`src/rtl/viterbi_pkg.sv`:
```
// rtl/viterbi_pkg.sv - shared Viterbi link constants, symbol type and encoder FSM states
//   K         constraint length
//   G0, G1    generator taps, MSB applies to the current input bit
//   sym_t     2-bit channel symbol {G0 bit, G1 bit}
//   conv_sym  symbol produced by input u from register state sr
package viterbi_pkg;

  localparam int K = 3;
  localparam logic [K-1:0] G0 = 3'b111;
  localparam logic [K-1:0] G1 = 3'b101;

  typedef logic [1:0] sym_t;

  typedef enum logic [1:0] {
    IDLE,
    DATA,
    TAIL
  } enc_state_t;

  // Window is {u, d(n-1), d(n-2)}; each output bit is the parity of the tapped window.
  function automatic sym_t conv_sym(input logic u, input logic [K-2:0] sr);
    logic [K-1:0] win;
    win = {u, sr};
    return {^(win & G0), ^(win & G1)};
  endfunction

endpackage

```
`src/rtl/conv_enc_core.sv`:
```
// rtl/conv_enc_core.sv - K=3 rate-1/2 convolutional encoder shift register
//   clk  in   clock
//   rst  in   asynchronous active-low reset, clears the register to 00
//   adv  in   shift u into the register this cycle
//   u    in   input bit for the current symbol
//   g    out  {G0, G1} for u against the current register state
module conv_enc_core
  import viterbi_pkg::*;
(
  input  logic clk,
  input  logic rst,
  input  logic adv,
  input  logic u,
  output sym_t g
);

  // sr[K-2] is d(n-1), sr[0] is the oldest bit.
  logic [K-2:0] sr;

  always_ff @(posedge clk or negedge rst) begin
    if (!rst) begin
      sr <= '0;
    end else if (adv) begin
      sr <= {u, sr[K-2:1]};
    end
  end

  assign g = conv_sym(u, sr);

endmodule

```
`src/rtl/conv_encoder_framer.sv`:
```
// rtl/conv_encoder_framer.sv - frames a serial bit stream, convolutionally encodes it and appends a zero tail
//   Optional feature macro: ERR_INJ_EN (deterministic bit[1] corruption every ERR_PERIOD symbols)
//   clk               in   clock
//   rst               in   asynchronous active-low reset
//   enable_encoder_i  in   permits data acceptance and new frame start
//   data_i            in   input data bit
//   data_valid_i      in   data_i valid
//   data_ready_o      out  data_i accepted this cycle when valid
//   sym_o             out  {G0, G1} channel symbol after injection
//   sym_valid_o       out  sym_o valid
//   sym_ready_i       in   downstream takes sym_o
//   sof_o             out  sym_o is the first symbol of a frame
//   eof_o             out  sym_o is the last tail symbol of a frame
//   word_ct_o         out  frames fully emitted, wraps
//   err_inj_o         out  flip mask applied to sym_o
//   error_counter_o   out  corrupted symbols emitted, wraps
module conv_encoder_framer
  import viterbi_pkg::*;
#(
  parameter int FRAME_LEN  = 64,
  parameter int ERR_PERIOD = 16
) (
  input  logic        clk,
  input  logic        rst,
  input  logic        enable_encoder_i,
  input  logic        data_i,
  input  logic        data_valid_i,
  output logic        data_ready_o,
  output sym_t        sym_o,
  output logic        sym_valid_o,
  input  logic        sym_ready_i,
  output logic        sof_o,
  output logic        eof_o,
  output logic [15:0] word_ct_o,
  output sym_t        err_inj_o,
  output logic [15:0] error_counter_o
);

  // Wide enough to hold FRAME_LEN itself, which bit_cnt reaches during the tail.
  localparam int CW = $clog2(FRAME_LEN + 1);

  enc_state_t    state, state_nxt;
  logic [CW-1:0] bit_cnt;
  logic          tail_cnt;
  logic          slot_free;
  logic          accept;
  logic          tail_enc;
  logic          encode;
  logic          u;
  logic          last_bit;
  logic          last_tail;
  sym_t          g;
  sym_t          inj_mask;

  // The output register can take a new symbol if empty or being drained this cycle.
  assign slot_free = !sym_valid_o | sym_ready_i;
  assign last_bit  = (bit_cnt == CW'(FRAME_LEN - 1));
  assign last_tail = tail_cnt;

  always_ff @(posedge clk or negedge rst) begin
    if (!rst) begin
      state <= IDLE;
    end else begin
      state <= state_nxt;
    end
  end

  always_comb begin
    state_nxt = state;
    case (state)
      IDLE: if (enable_encoder_i) state_nxt = DATA;
      DATA: if (accept && last_bit) state_nxt = TAIL;
      TAIL: if (tail_enc && last_tail) state_nxt = enable_encoder_i ? DATA : IDLE;
      default: state_nxt = IDLE;
    endcase
  end

  // Tail symbols are forced out regardless of enable so a started frame always terminates.
  always_comb begin
    data_ready_o = 1'b0;
    tail_enc     = 1'b0;
    case (state)
      DATA:    data_ready_o = enable_encoder_i & slot_free;
      TAIL:    tail_enc     = slot_free;
      default: ;
    endcase
  end

  assign accept = data_valid_i & data_ready_o;
  assign encode = accept | tail_enc;
  assign u      = accept & data_i;

  conv_enc_core u_core (
    .clk (clk),
    .rst (rst),
    .adv (encode),
    .u   (u),
    .g   (g)
  );

  always_ff @(posedge clk or negedge rst) begin
    if (!rst) begin
      bit_cnt  <= '0;
      tail_cnt <= 1'b0;
    end else begin
      if (accept) bit_cnt <= bit_cnt + 1'b1;
      if (tail_enc) begin
        tail_cnt <= ~tail_cnt;
        if (last_tail) bit_cnt <= '0;
      end
    end
  end

`ifdef ERR_INJ_EN
  localparam int IW = (ERR_PERIOD > 1) ? $clog2(ERR_PERIOD) : 1;

  logic [IW-1:0] inj_cnt;
  logic          inj_hit;

  assign inj_hit  = (inj_cnt == IW'(ERR_PERIOD - 1));
  assign inj_mask = inj_hit ? 2'b10 : 2'b00;

  always_ff @(posedge clk or negedge rst) begin
    if (!rst) begin
      inj_cnt         <= '0;
      error_counter_o <= '0;
    end else if (encode) begin
      inj_cnt <= inj_hit ? '0 : inj_cnt + 1'b1;
      if (inj_hit) error_counter_o <= error_counter_o + 16'd1;
    end
  end
`else
  // ERR_PERIOD only matters when injection is built in.
  logic unused_err_period;
  assign unused_err_period = (ERR_PERIOD < 2);
  assign inj_mask          = 2'b00;
  assign error_counter_o   = '0;
`endif

  always_ff @(posedge clk or negedge rst) begin
    if (!rst) begin
      sym_o       <= '0;
      sym_valid_o <= 1'b0;
      sof_o       <= 1'b0;
      eof_o       <= 1'b0;
      err_inj_o   <= '0;
    end else if (encode) begin
      sym_o       <= g ^ inj_mask;
      sym_valid_o <= 1'b1;
      sof_o       <= accept && (bit_cnt == '0);
      eof_o       <= tail_enc && last_tail;
      err_inj_o   <= inj_mask;
    end else if (sym_valid_o && sym_ready_i) begin
      sym_valid_o <= 1'b0;
    end
  end

  always_ff @(posedge clk or negedge rst) begin
    if (!rst) begin
      word_ct_o <= '0;
    end else if (sym_valid_o && sym_ready_i && eof_o) begin
      word_ct_o <= word_ct_o + 16'd1;
    end
  end

endmodule

```
`config.mk`:
```
export PLATFORM = sky130hd
export DESIGN_NAME = conv_encoder_framer
export DESIGN_NICKNAME = d
export VERILOG_FILES = /design/src/rtl/viterbi_pkg.sv /design/src/rtl/conv_enc_core.sv /design/src/rtl/conv_encoder_framer.sv
export SDC_FILE = /design/constraint.sdc
export NUM_CORES = 1
export LEC_CHECK = 0
export CAP_MARGIN = 20
export CORE_MARGIN = 8
export CORE_UTILIZATION = 30
export DETAILED_ROUTE_END_ITERATION = 10
export GPL_TIMING_DRIVEN = 0
export SLEW_MARGIN = 25
export SYNTH_ARGS = -nofsm -noshare
export SYNTH_HDL_FRONTEND = slang
export SYNTH_SLANG_ARGS = --single-unit
```
`constraint.sdc`:
```
create_clock -name clk -period 1.85 [get_ports clk]
set_input_delay 0.37 -clock clk [delete_from_list [all_inputs] [get_ports clk]]
set_output_delay 0.37 -clock clk [all_outputs]
set_load 0.005 [all_outputs]
```
==> qor.json <==
{
  "outcome": {"value": "finished clean"},
  "die-area": {"value": 8410, "unit": "sq um"},
  "first_pass_grt_wire_length": {"value": 5.98, "unit": "mm"},
  "power.static_leakage": {"value": 1.08, "unit": "nW"},
  "drv.max_cap_violation_count": {"value": 0},
  "critPathRequiredTime": {"value": 1480, "unit": "ps"},
  "via_count": {"value": 1263},
  "post_drt_via_cell_ratio": {"value": 4.34},
  "postSynth.asyncResetShare": {"value": 100, "unit": "%"},
  "startpoint_type": {"value": "flip-flop"},
  "timing.clock.skew": {"value": 5.03, "unit": "ps"},
  "synthFlopType": {"value": "sky130_fd_sc_hd__dfrtp_1"},
  "place.port_buffers": {"value": 27},
  "finalCoreUtilization": {"value": 41.1, "unit": "%"},
  "synth.cell_area": {"value": 1720, "unit": "sq um"},
  "globalRouteMet3Util": {"value": 4.48, "unit": "%"},
  "cts_tree": {"value": "yes"},
  "crit_fanout": {"value": 5},
  "period_share": {"value": 95.2, "unit": "%"},
  "cts_max_level": {"value": 2},
  "rows": {"value": 27},
  "grt_pass1_vias": {"value": 1215},
  "synth_warnings": {"value": 0},
  "antenna_found_initial": {"value": 0},
  "powerDensity": {"value": 899, "unit": "nW/um^2"},
  "criticalPathCategory": {"value": "reg -> out"},
  "yosysUniqueCellTypes": {"value": 40},
  "synth_cells": {"value": 163},
  "design.final.nets": {"value": 227},
  "core_region_area": {"value": 5510, "unit": "sq um"},
  "fmax": {"value": 0.568, "unit": "GHz"},
  "tritonroute_pass_1_iters": {"value": 4},
  "globalRoute.busiestLayer": {"value": "met2"},
  "effective_utilization_at_floorplan": {"value": 31.2, "unit": "%"},
  "setup_repair_after_global_routing_missed_its_margin": {"value": "no"},
  "cts_sink_count": {"value": 33},
  "grt_start_max_net_pins": {"value": 30},
  "hold_worst_slack": {"value": 444, "unit": "ps"},
  "io_pins": {"value": 46},
  "ir_drop": {"value": 600, "unit": "uV"},
  "final_max_slew_viol_count": {"value": 0},
  "diodes": {"value": 0},
  "wl_cell": {"value": 11.9, "unit": "um"},
  "final_layout_size_suffix_gt1_share": {"value": 19.2, "unit": "%"},
  "synthesis.area_per_instance": {"value": 10.5, "unit": "sq um"},
  "report.final.hold_viol_count": {"value": 0},
  "die_width": {"value": 91.7, "unit": "um"},
  "synth_edf_count": {"value": 0},
  "detail-route-antenna-nets": {"value": 0},
  "clock_insertion_delay_worst_skew": {"value": 280, "unit": "ps"},
  "filler_cell_count": {"value": 540},
  "die_height": {"value": 91.7, "unit": "um"},
  "ff_latch_count_synth": {"value": 33},
  "globalRouteTotalUtil": {"value": 8.70, "unit": "%"},
  "clock_path_buffers": {"value": 2},
  "synth-seq-area-share": {"value": 48.0, "unit": "%"},
  "number_of_remaining_drc_errors": {"value": 0},
  "timing.critical_path.to_type": {"value": "output port"},
  "setup_viol": {"value": 0},
  "cp_data_arrival_time": {"value": 1390, "unit": "ps"},
  "globalRouteMet1Util": {"value": 10.3, "unit": "%"},
  "path_clk_slew": {"value": 70, "unit": "ps"},
  "final.min_clock_period": {"value": 1760, "unit": "ps"},
  "hpwl": {"value": 2.65, "unit": "mm"},
  "cts-buffers-inserted": {"value": 5},
  "first_iter_violations": {"value": 41},
  "route.final.wire_length": {"value": 3.46, "unit": "mm"},
  "grt_util_met2": {"value": 13.4, "unit": "%"},
  "timing.hold.worst.class": {"value": "in -> async"},
  "areaGrowthSynthToFinish": {"value": 31.8, "unit": "%"},
  "grt.overflow.total": {"value": 0},
  "place_congestion": {"value": 0.766},
  "root_buffer": {"value": "sky130_fd_sc_hd__clkbuf_8"}
}
[path summary, 6_finish.rpt]
path | depth (start not counted) | from | to | slack [ps]
setup / recovery | 3 | state[0]$_DFFE_PN0P_ | data_ready_o | 90
hold / removal | 2 | rst | sym_o[1]$_DFFE_PN0P_ | 440
setup reg to reg | 5 | state[1]$_DFFE_PN0P_ | state[0]$_DFFE_PN0P_ | 170
hold reg to reg | 1 | word_ct_o[15]$_DFFE_PN0P_ | word_ct_o[15]$_DFFE_PN0P_ | 480
max in group asynchronous | 3 | rst | word_ct_o[13]$_DFFE_PN0P_ | 1030
min in group clk | 1 | word_ct_o[15]$_DFFE_PN0P_ | word_ct_o[15]$_DFFE_PN0P_ | 480
[cells by family (layout without fill, tap and decap cells)]
logic type               Yosys count  after routing  synth area share [%]
AND/OR/NAND/NOR                   64             64                  21.2
flip-flops                        33             33                  48.0
buffers and inverters             25             64                  9.97
XOR/XNOR                          22             22                  11.2
AO/OA/AOI/OAI                     11             11                  4.73
multiplexers                       4              4                  2.47
adder cells (fa/ha/maj)            3              3                  2.18
other                              1             18                 0.218
[power breakdown]
group / leakage [nW] / switching, mW / internal [mW]
sequential: 0.438 / 0.143 / 0.854
clock: 0.0450 / 0.253 / 0.260
combinational: 0.592 / 0.221 / 0.306
total: 1.08 / 0.616 / 1.42
[state kept, by name, summed over array words and instances, names as in the netlist]
register	flops
bit_cnt	7
sof_o	1
last_tail	1
state	2
u_core.sr	2
sym_o	2
word_ct_o	16
eof_o	1
sym_valid_o	1
[cell usage in the layout (no fill, tap or decap), types with 2 or more instances in the layout]
cell type / instances
sky130_fd_sc_hd__or3_1: 2
sky130_fd_sc_hd__clkinv_2: 2
sky130_fd_sc_hd__ha_1: 3
sky130_fd_sc_hd__nor4_1: 3
sky130_fd_sc_hd__buf_4: 20
sky130_fd_sc_hd__conb_1: 18
sky130_fd_sc_hd__xnor2_1: 16
sky130_fd_sc_hd__nand4_1: 6
sky130_fd_sc_hd__nand3b_1: 2
sky130_fd_sc_hd__nand2_1: 19
sky130_fd_sc_hd__and3_1: 6
sky130_fd_sc_hd__clkbuf_8: 5
sky130_fd_sc_hd__clkdlybuf4s50_1: 23
sky130_fd_sc_hd__nor3_1: 2
sky130_fd_sc_hd__nor2_1: 5
sky130_fd_sc_hd__xor2_1: 6
sky130_fd_sc_hd__buf_2: 3
sky130_fd_sc_hd__o21ai_1: 2
sky130_fd_sc_hd__nand3_1: 7
sky130_fd_sc_hd__o21ai_0: 2
sky130_fd_sc_hd__dfrtp_1: 33
sky130_fd_sc_hd__a21oi_1: 2
sky130_fd_sc_hd__mux2i_1: 2
sky130_fd_sc_hd__dlygate4sd2_1: 2
sky130_fd_sc_hd__inv_1: 4
sky130_fd_sc_hd__and4_1: 2
[per-layer routing]
metal	routed length [um]	part of all wire [%]
met4	18	0.52
met2	1640	47
met1	1490	43
met3	309	8.9
met5	0	0
[worst max-delay path, cell delays in order, from the launching register on]
cell and delay, ps:
sky130_fd_sc_hd__dfrtp_1 420, sky130_fd_sc_hd__and2b_2 240, sky130_fd_sc_hd__and3_2 200, sky130_fd_sc_hd__dlygate4sd2_1 260
[what timing repair did]
item	4_1_cts	5_1_grt
gates resized for setup	6	0
buffers inserted	2	0
endpoints found under the setup margin	2	0
hold endpoints to repair	4	0
hold buffers	1	0
[metrics by stage]
step | power (mW) | std cells | setup slack [ps] | area (sq um) | TNS (ps)
2_1_floorplan | 1.31 | 180 | 273 | 1780 | 0
3_3_place_gp | 1.52 | 279 | -396 | 2140 | -13890
3_5_place_dp | 1.53 | 280 | -389 | 2160 | -3370
4_1_cts | 2.07 | 291 | 80.3 | 2270 | 0
5_1_grt | 2.19 | 291 | 32.7 | 2270 | 0
6_report | 2.04 | 291 | 88.3 | 2270 | 0
[final cells by class]
| class | instances | area, sq um | area share [%] |
|---|---|---|---|
| plain buffers | 21 | 156 | 6.90 |
| clock buffers | 6 | 72.6 | 3.20 |
| clock inverters | 2 | 10.0 | 0.442 |
| inverters | 4 | 15.0 | 0.663 |
| multi-input cells | 122 | 787 | 34.7 |
| flip-flops and latches | 33 | 826 | 36.4 |
| well taps | 72 | 90.1 | 3.98 |
| repair buffers | 31 | 309 | 13.6 |
[cells in the mapped netlist, types with 2 or more instances]
library cell               instances  area share [%]
sky130_fd_sc_hd__and3_1            6             2.2
sky130_fd_sc_hd__nor3_1            2            0.58
sky130_fd_sc_hd__nand3_1           7             2.0
sky130_fd_sc_hd__xor2_1            6             3.1
sky130_fd_sc_hd__nand3b_1          2            0.87
sky130_fd_sc_hd__nor2_1            5             1.1
sky130_fd_sc_hd__nand4_1           6             2.2
sky130_fd_sc_hd__o21ai_0           2            0.58
sky130_fd_sc_hd__o21ai_1           2            0.58
sky130_fd_sc_hd__or3_1             2            0.73
sky130_fd_sc_hd__buf_4            18             7.9
sky130_fd_sc_hd__buf_2             2            0.58
sky130_fd_sc_hd__nand2_1          19             4.1
sky130_fd_sc_hd__mux2i_1           2             1.2
sky130_fd_sc_hd__dfrtp_1          33              48
sky130_fd_sc_hd__nor4_1            3             1.1
sky130_fd_sc_hd__and4_1            2             1.0
sky130_fd_sc_hd__xnor2_1          16             8.2
sky130_fd_sc_hd__a21oi_1           2            0.58
sky130_fd_sc_hd__ha_1              3             2.2
sky130_fd_sc_hd__inv_1             4            0.87
No activity file was read; power rests on OpenSTA's default activity.
